[config.mk]
export PLATFORM = sky130hd
export DESIGN_NAME = nes_joypad_reader_flat
export DESIGN_NICKNAME = d
export VERILOG_FILES = /design/src/rtl/nes_joy_pkg.sv /design/src/rtl/nes_joypad_reader_if.sv /design/src/rtl/joy_tick_gen.sv /design/src/rtl/nes_joypad_reader.sv /design/src/flat_wrapper.sv
export SDC_FILE = /design/constraint.sdc
export NUM_CORES = 1
export LEC_CHECK = 0
export CAP_MARGIN = 30
export CORE_MARGIN = 3
export CORE_UTILIZATION = 65
export CTS_BUF_LIST = sky130_fd_sc_hd__clkbuf_8
export DETAILED_ROUTE_END_ITERATION = 7
export DONT_BUFFER_PORTS = 1
export GPL_ROUTABILITY_DRIVEN = 0
export HOLD_SLACK_MARGIN = 0.08
export PLACE_DENSITY = 0.83
export SLEW_MARGIN = 30
export SYNTH_ARGS = -nofsm -noshare
export SYNTH_HDL_FRONTEND = slang
export SYNTH_SLANG_ARGS = --single-unit
[constraint.sdc]
create_clock -name clk -period 4.4 [get_ports clk]
set_input_delay 0.88 -clock clk [delete_from_list [all_inputs] [get_ports clk]]
set_output_delay 0.88 -clock clk [all_outputs]
set_load 0.005 [all_outputs]
[src/rtl/nes_joy_pkg.sv]
// Shared types and constants for the NES joypad reader: FSM states and button bit positions.
package nes_joy_pkg;

  typedef enum logic [2:0] {
    IDLE,
    LATCH,
    SETTLE,
    CLK_LO,
    CLK_HI,
    DONE
  } joy_state_e;

  localparam int unsigned PAD_BITS      = 8;
  localparam int unsigned PRESENCE_BITS = 8;
  localparam int unsigned SAMPLE_BITS   = PAD_BITS + PRESENCE_BITS;

  localparam int unsigned BTN_A      = 0;
  localparam int unsigned BTN_B      = 1;
  localparam int unsigned BTN_SELECT = 2;
  localparam int unsigned BTN_START  = 3;
  localparam int unsigned BTN_UP     = 4;
  localparam int unsigned BTN_DOWN   = 5;
  localparam int unsigned BTN_LEFT   = 6;
  localparam int unsigned BTN_RIGHT  = 7;

endpackage

[src/rtl/nes_joypad_reader_if.sv]
// Core-side request/result bundle of the joypad reader; the reader uses the slave modport.
interface nes_joypad_reader_if #(
  parameter int unsigned NUM_PADS = 2
);
  logic                  poll_req;
  logic [8*NUM_PADS-1:0] buttons;
  logic [NUM_PADS-1:0]   present;
  logic                  valid;
  logic                  busy;

  modport master (output poll_req, input buttons, input present, input valid, input busy);
  modport slave  (input poll_req, output buttons, output present, output valid, output busy);
endinterface

[src/rtl/joy_tick_gen.sv]
// Free-running prescaler: tick_o is high for one clk each time the count wraps.
module joy_tick_gen #(
  parameter int unsigned TICK_DIV = 129
) (
  input  logic clk,
  input  logic reset,
  output logic tick_o
);
  localparam int unsigned CW = $clog2(TICK_DIV);

  logic [CW-1:0] cnt_q, cnt_d;

  always_comb begin
    tick_o = (cnt_q == CW'(TICK_DIV - 1));
    cnt_d  = tick_o ? '0 : cnt_q + CW'(1);
  end

  always_ff @(posedge clk or posedge reset) begin
    if (reset) cnt_q <= '0;
    else       cnt_q <= cnt_d;
  end
endmodule

[src/rtl/nes_joypad_reader.sv]
// NES controller initiator: drives latch/clock pins, shifts in 16 bits per pad, commits button
// bytes and presence flags atomically at the end of each poll.
module nes_joypad_reader
  import nes_joy_pkg::*;
#(
  parameter int unsigned NUM_PADS    = 2,
  parameter int unsigned TICK_DIV    = 129,
  parameter int unsigned LATCH_TICKS = 2,
  parameter int unsigned POLL_TICKS  = 2778
) (
  input  logic                clk,
  input  logic                reset,
  nes_joypad_reader_if.slave  joy,
  input  logic [NUM_PADS-1:0] pad_data,
  output logic                pad_latch,
  output logic                pad_clk
);
  localparam int unsigned LATCH_LAST = (LATCH_TICKS > 0) ? LATCH_TICKS - 1 : 0;
  localparam int unsigned LW         = (LATCH_LAST > 0) ? $clog2(LATCH_LAST + 1) : 1;
  localparam bit          AUTO_EN    = (POLL_TICKS != 0);
  localparam int unsigned POLL_LAST  = AUTO_EN ? POLL_TICKS - 1 : 0;
  localparam int unsigned PW         = (POLL_LAST > 0) ? $clog2(POLL_LAST + 1) : 1;

  joy_state_e                           state_q, state_d;
  logic [LW-1:0]                        lat_cnt_q, lat_cnt_d;
  logic [4:0]                           bit_q, bit_d;
  logic [PW-1:0]                        poll_cnt_q, poll_cnt_d;
  logic [NUM_PADS-1:0]                  sync1_q, sync2_q;
  logic [NUM_PADS-1:0][SAMPLE_BITS-1:0] shift_q, shift_d;
  logic [PAD_BITS*NUM_PADS-1:0]         buttons_q, buttons_d;
  logic [NUM_PADS-1:0]                  present_q, present_d;
  logic                                 valid_q, valid_d;
  logic                                 busy_q, busy_d;
  logic                                 pad_latch_q, pad_clk_q;
  logic                                 tick, auto_fire, start, sample;

  joy_tick_gen #(.TICK_DIV(TICK_DIV)) u_tick (
    .clk    (clk),
    .reset  (reset),
    .tick_o (tick)
  );

  always_comb begin
    auto_fire  = AUTO_EN && tick && (poll_cnt_q == PW'(POLL_LAST));
    start      = (state_q == IDLE) && (joy.poll_req || auto_fire);
    state_d    = state_q;
    lat_cnt_d  = lat_cnt_q;
    bit_d      = bit_q;
    shift_d    = shift_q;
    buttons_d  = buttons_q;
    present_d  = present_q;
    valid_d    = 1'b0;
    busy_d     = busy_q;
    sample     = 1'b0;
    poll_cnt_d = poll_cnt_q;

    // Auto-poll counter saturates at its bound until a transaction actually starts.
    if (start)                                     poll_cnt_d = '0;
    else if (tick && poll_cnt_q != PW'(POLL_LAST)) poll_cnt_d = poll_cnt_q + PW'(1);

    unique case (state_q)
      IDLE: if (start) begin
        state_d   = LATCH;
        busy_d    = 1'b1;
        lat_cnt_d = '0;
        bit_d     = '0;
      end
      LATCH: if (tick) begin
        if (lat_cnt_q == LW'(LATCH_LAST)) state_d = SETTLE;
        else                              lat_cnt_d = lat_cnt_q + LW'(1);
      end
      SETTLE: if (tick) begin
        sample  = 1'b1;
        state_d = CLK_LO;
      end
      CLK_LO: if (tick) state_d = CLK_HI;
      CLK_HI: if (tick) begin
        sample  = 1'b1;
        state_d = (bit_q == 5'(SAMPLE_BITS - 1)) ? DONE : CLK_LO;
      end
      DONE: begin
        for (int unsigned n = 0; n < NUM_PADS; n++) begin
          present_d[n] = (shift_q[n][SAMPLE_BITS-1:PAD_BITS] == '0);
          buttons_d[n*PAD_BITS +: PAD_BITS] = present_d[n] ? ~shift_q[n][PAD_BITS-1:0] : '0;
        end
        valid_d = 1'b1;
        busy_d  = 1'b0;
        state_d = IDLE;
      end
      default: state_d = IDLE;
    endcase

    // Samples enter at the top so bit k lands at index k after all 16 shifts.
    if (sample) begin
      bit_d = bit_q + 5'd1;
      for (int unsigned n = 0; n < NUM_PADS; n++)
        shift_d[n] = {sync2_q[n], shift_q[n][SAMPLE_BITS-1:1]};
    end
  end

  always_ff @(posedge clk or posedge reset) begin
    if (reset) begin
      state_q     <= IDLE;
      lat_cnt_q   <= '0;
      bit_q       <= '0;
      poll_cnt_q  <= '0;
      sync1_q     <= '1;
      sync2_q     <= '1;
      shift_q     <= '0;
      buttons_q   <= '0;
      present_q   <= '0;
      valid_q     <= 1'b0;
      busy_q      <= 1'b0;
      pad_latch_q <= 1'b0;
      pad_clk_q   <= 1'b1;
    end else begin
      state_q     <= state_d;
      lat_cnt_q   <= lat_cnt_d;
      bit_q       <= bit_d;
      poll_cnt_q  <= poll_cnt_d;
      sync1_q     <= pad_data;
      sync2_q     <= sync1_q;
      shift_q     <= shift_d;
      buttons_q   <= buttons_d;
      present_q   <= present_d;
      valid_q     <= valid_d;
      busy_q      <= busy_d;
      pad_latch_q <= (state_d == LATCH);
      pad_clk_q   <= (state_d != CLK_LO);
    end
  end

  assign pad_latch   = pad_latch_q;
  assign pad_clk     = pad_clk_q;
  assign joy.buttons = buttons_q;
  assign joy.present = present_q;
  assign joy.valid   = valid_q;
  assign joy.busy    = busy_q;
endmodule
[src/flat_wrapper.sv]
// flat-port wrapper written by rule: the top's interface ports become plain ports
module nes_joypad_reader_flat import nes_joy_pkg::*;
#(
  parameter int unsigned NUM_PADS    = 2,
  parameter int unsigned TICK_DIV    = 129,
  parameter int unsigned LATCH_TICKS = 2,
  parameter int unsigned POLL_TICKS  = 2778
)
  (clk, reset, pad_data, pad_latch, pad_clk, joy_poll_req, joy_buttons, joy_present, joy_valid, joy_busy);
  nes_joypad_reader_if #(.NUM_PADS(NUM_PADS)) joy_i ();
  input  logic clk;
  input  logic reset;
  input  logic [NUM_PADS-1:0] pad_data;
  output logic pad_latch;
  output logic pad_clk;
  input wire logic [$bits(joy_i.poll_req)-1:0] joy_poll_req;
  output wire logic [$bits(joy_i.buttons)-1:0] joy_buttons;
  output wire logic [$bits(joy_i.present)-1:0] joy_present;
  output wire logic [$bits(joy_i.valid)-1:0] joy_valid;
  output wire logic [$bits(joy_i.busy)-1:0] joy_busy;
  assign joy_i.poll_req = joy_poll_req;
  assign joy_buttons = joy_i.buttons;
  assign joy_present = joy_i.present;
  assign joy_valid = joy_i.valid;
  assign joy_busy = joy_i.busy;
  nes_joypad_reader #(.NUM_PADS(NUM_PADS), .TICK_DIV(TICK_DIV), .LATCH_TICKS(LATCH_TICKS), .POLL_TICKS(POLL_TICKS)) u_core (.clk(clk), .reset(reset), .joy(joy_i), .pad_data(pad_data), .pad_latch(pad_latch), .pad_clk(pad_clk));
endmodule
==> results.md <==
* Port bufs at 0
* DR WL/cell at 17.8 um
* Kind of critical path: reg -> reg
* Final #Nets at 330
* Slew @ Worst Pin at approximately 900 ps
* Root Buffer Master: clkbuf_8
* Minimum clock period at 2520 ps
* Family with the most delay on the worst path: compound AO/OA/AOI/OAI gates
* Synth top area share at 53.1%
* Average size of a mapped cell at ~12 um^2
* Num rows at 27
* Slew margin rel. at 40.9%
* Buf/Inv on CP at 1
* Synth area leader: dfrtp_1
* Crit path capture: u_core.poll_cnt_q[10]$_DFFE_PP0P_
* Die Area at a little under 7000 um^2
* Post-DP HPWL at 4570 um
* R2R cell count at 6
* Unrepaired setup endpoints after global routing: no
* Via count at 2466
* Hold Violations, Final at 0
* Type of the most critical hold path: reg -> reg
* Slew Viols, Final at 0
* Worst path cell trace: inv_1 -> ha_1 -> nor3b_4 -> nand2_1 -> o21bai_1 -> a22oi_1
* Int Power at roughly 0.0011 W
* Worst-path clk slew at 90 ps
* Slowest-stage cell, CP: o21bai_1
* Startpoint Class: flip-flop
* Setup Fix Bufs, Post-CTS at 0
* Netlist cell types at 57
* Area Overhead vs Synth at 6.32%
* TNS Setup at 0 ps
* Synth Instances at 320
* Clk pwr share at 41.6%
* Commonest cells post-synth: 82 x dfrtp_1, 32 x mux2_2, 29 x nand2_1, 19 x o21ai_0, 11 x nand3_1
* Worst Setup End Kind: flip-flop
* Initial Utilization at around two thirds
* DR iter-0 viols at 240
* GRT Util Overall at around 22%
* Io pins at 27
* YS warnings at 0
* Outcome: finished, final reports clean
* CTS tree: built
* Clock buffer depth at 2
* # H-tree levels at 3
* Critical Path Fanout Max at 12
* Core area at 5640 um^2
* Drt first pass iters at 4
* Worst-Skew Late Latency at approximately 360 ps
* Worst VDD drop at 0.287 mV
* Reg2reg start: u_core.u_tick.cnt_q[0]$_DFF_PP0_
* PD cells at 342 nW/um^2
* Post-synthesis xor/xnor area fraction at 2.27%
* Hold_buf cts at 0
* First-pass GRT wire length at 12100 um
* Total routed wirelength at approximately 7000 um
* Total power at between 0.001 and 0.0015 W
* Fill cells at approximately 360
* Synth top area cells: dfrtp_1 53%, mux2_2 9.3%, dfstp_2 3.4%
* FMAX at 397 MHz
* # clock sinks at 87
* WP depth at 6
* Leakage at ~1.9 nW
* Switching part of the total power at 22.5%
* Beginning of the critical path: u_core.u_tick.cnt_q[0]$_DFF_PP0_
* Initial antenna violation count at 0
* Largest family of logic cells by synthesized area: simple AND/OR/NAND/NOR gates
* Number of max-cap violations at 0
* Post-synthesis mux area share at 10.1%
* Post-synth ARST share at 100%
* Share of layout cells above drive strength 1 at 21.3%
* DRC errors left at 0
* Remaining antenna violation count at 0
* #FFs+latches synth at 87
* Syn nets at 331
* Max incr delay on CP at 790 ps
* Worst EP required at 4590 ps
* Syn Std Cell Area at a little under 4000 um^2
* Setup WS pre-CTS at 1940 ps
* Number of global-route vias before repair at 2514
* Adder-cell share of the synthesized area at 1.94%
* Total congestion overflow at 0
* Via density per instance at ~6.2
* Setup violations, final at 0
* FF-to-FF setup slack at 1880 ps
* Crit path arrival time at 2710 ps
* Clk_skew at approximately 9.4 ps
* Final Worst Setup Slack at between 1500 and 2000 ps
* Synth Area in Compound Gates at 11.1%
* EDFF count, synth at 0
* Cts bufs inserted at 9
* Die height at 83.1 um
* PostCTS Resize Cnt at 0
* Seq/Total Area, Yosys at 56.5%
* Final core occ at 72.8%
* Most common cell in the netlist: dfrtp_1
* Seq pwr share at a little under three fifths
* Final cycle utilization of the critical path at 57.3%
* Combinational power share at 1.3%
* Worst reg2reg path endpoint: u_core.poll_cnt_q[10]$_DFFE_PP0P_
* Synth Area in Simple Gates at between 10% and 20%
* Pin count of the biggest net entering global routing at 65
* Diodes inserted at 0
* Ys flop type: dfrtp_1
* DIE WIDTH at just over 80 um
* Psw at 0.000317 W
-- sequential cells by signal, summed over array words and instances, names as in the netlist --
name	flops
u_core.pad_latch	1
u_core.joy.buttons	16
u_core.sync2_q	2
u_core.joy.busy	1
u_core.bit_q	5
u_core.poll_cnt_q	12
u_core.pad_clk	1
u_core.sync1_q	2
u_core.joy.valid	1
u_core.u_tick.cnt_q	8
u_core.joy.present	2
u_core.state_q	3
u_core.shift_q	32
u_core.lat_cnt_q	1
-- through the flow --
step                area [um^2]  instances  hold WS (ps)
floorplan                  3860        320           345
global placement           3890        380           346
detailed placement         3890        380           347
CTS                        4110        396           361
global route               4110        396           371
finish                     4110        396           361
-- area by class of cell --
type                       count  area, um^2  area share [%]
clock inverter                 6        73.8            1.80
timing repair buffer           3        22.5           0.548
sequential                    87        2180            53.2
tap                           72        90.1            2.19
clock buffer                  10         138            3.35
multi-input combinational    210        1560            38.1
inverter                       8        35.0           0.853
-- worst min-delay path by stage --
stage	from	end	slack, ps	cells after the start
2_1_floorplan	u_core.sync1_q[0]$_DFF_PP1_	u_core.sync2_q[0]$_DFF_PP1_	350	0
3_3_place_gp	u_core.sync1_q[0]$_DFF_PP1_	u_core.sync2_q[0]$_DFF_PP1_	350	0
3_5_place_dp	u_core.sync1_q[1]$_DFF_PP1_	u_core.sync2_q[1]$_DFF_PP1_	350	0
4_1_cts	u_core.sync1_q[1]$_DFF_PP1_	u_core.sync2_q[1]$_DFF_PP1_	360	0
5_1_grt	u_core.sync1_q[1]$_DFF_PP1_	u_core.sync2_q[1]$_DFF_PP1_	370	0
6_report	u_core.sync1_q[1]$_DFF_PP1_	u_core.sync2_q[1]$_DFF_PP1_	360	0
-- kinds of logic (layout without fill, tap and decap cells) --
| kind of cell | Yosys count | after routing |
|---|---|---|
| AND/OR/NAND/NOR | 96 | 96 |
| XOR/XNOR | 10 | 10 |
| multiplexers | 35 | 35 |
| adder cells (fa/ha/maj) | 6 | 6 |
| buffers and inverters | 23 | 27 |
| AO/OA/AOI/OAI | 63 | 63 |
| flip-flops | 87 | 87 |
-- worst reg2reg max path: stages (launching register included) --
cell and delay (ps):
dfrtp_1 420, inv_1 70, ha_1 150, nor3b_4 360, nand2_1 320, o21bai_1 790
a22oi_1 230
-- layer usage --
layer  wire (um)  GRT usage (%)
met5           0              0
met3         356           6.35
met2        3350           32.9
met4         123           10.5
met1        3200           29.7
-- cells in the final DEF (no fill, tap or decap), types with 4 or more instances in the layout --
cell type  synthesis  routed
clkbuf_8           0      10
mux2_2            32      32
xor2_1             4       4
nor4_1             8       8
and3_1             7       7
nand2_1           29      29
inv_1              8       7
nor2_1             6       6
dfstp_2            5       5
a31oi_1            5       5
nand2b_1           5       5
nand3_1           11      11
ha_1               6       6
o21ai_0           19      19
xnor2_1            6       6
nand4_1            5       5
dfrtp_1           82      82
a21oi_1            7       7
a22oi_1            4       4
-- power by group through the flow --
| stage | clock network, W | logic [W] | registers (W) |
|---|---|---|---|
| 2_1_floorplan | 0 | 0.0000147 | 0.000818 |
| 3_3_place_gp | 0 | 0.0000195 | 0.000818 |
| 3_5_place_dp | 0 | 0.0000200 | 0.000818 |
| 4_1_cts | 0.000593 | 0.0000200 | 0.000803 |
| 5_1_grt | 0.000633 | 0.0000225 | 0.000803 |
| 6_report | 0.000585 | 0.0000189 | 0.000803 |
No activity file was read; power rests on OpenSTA's default activity.
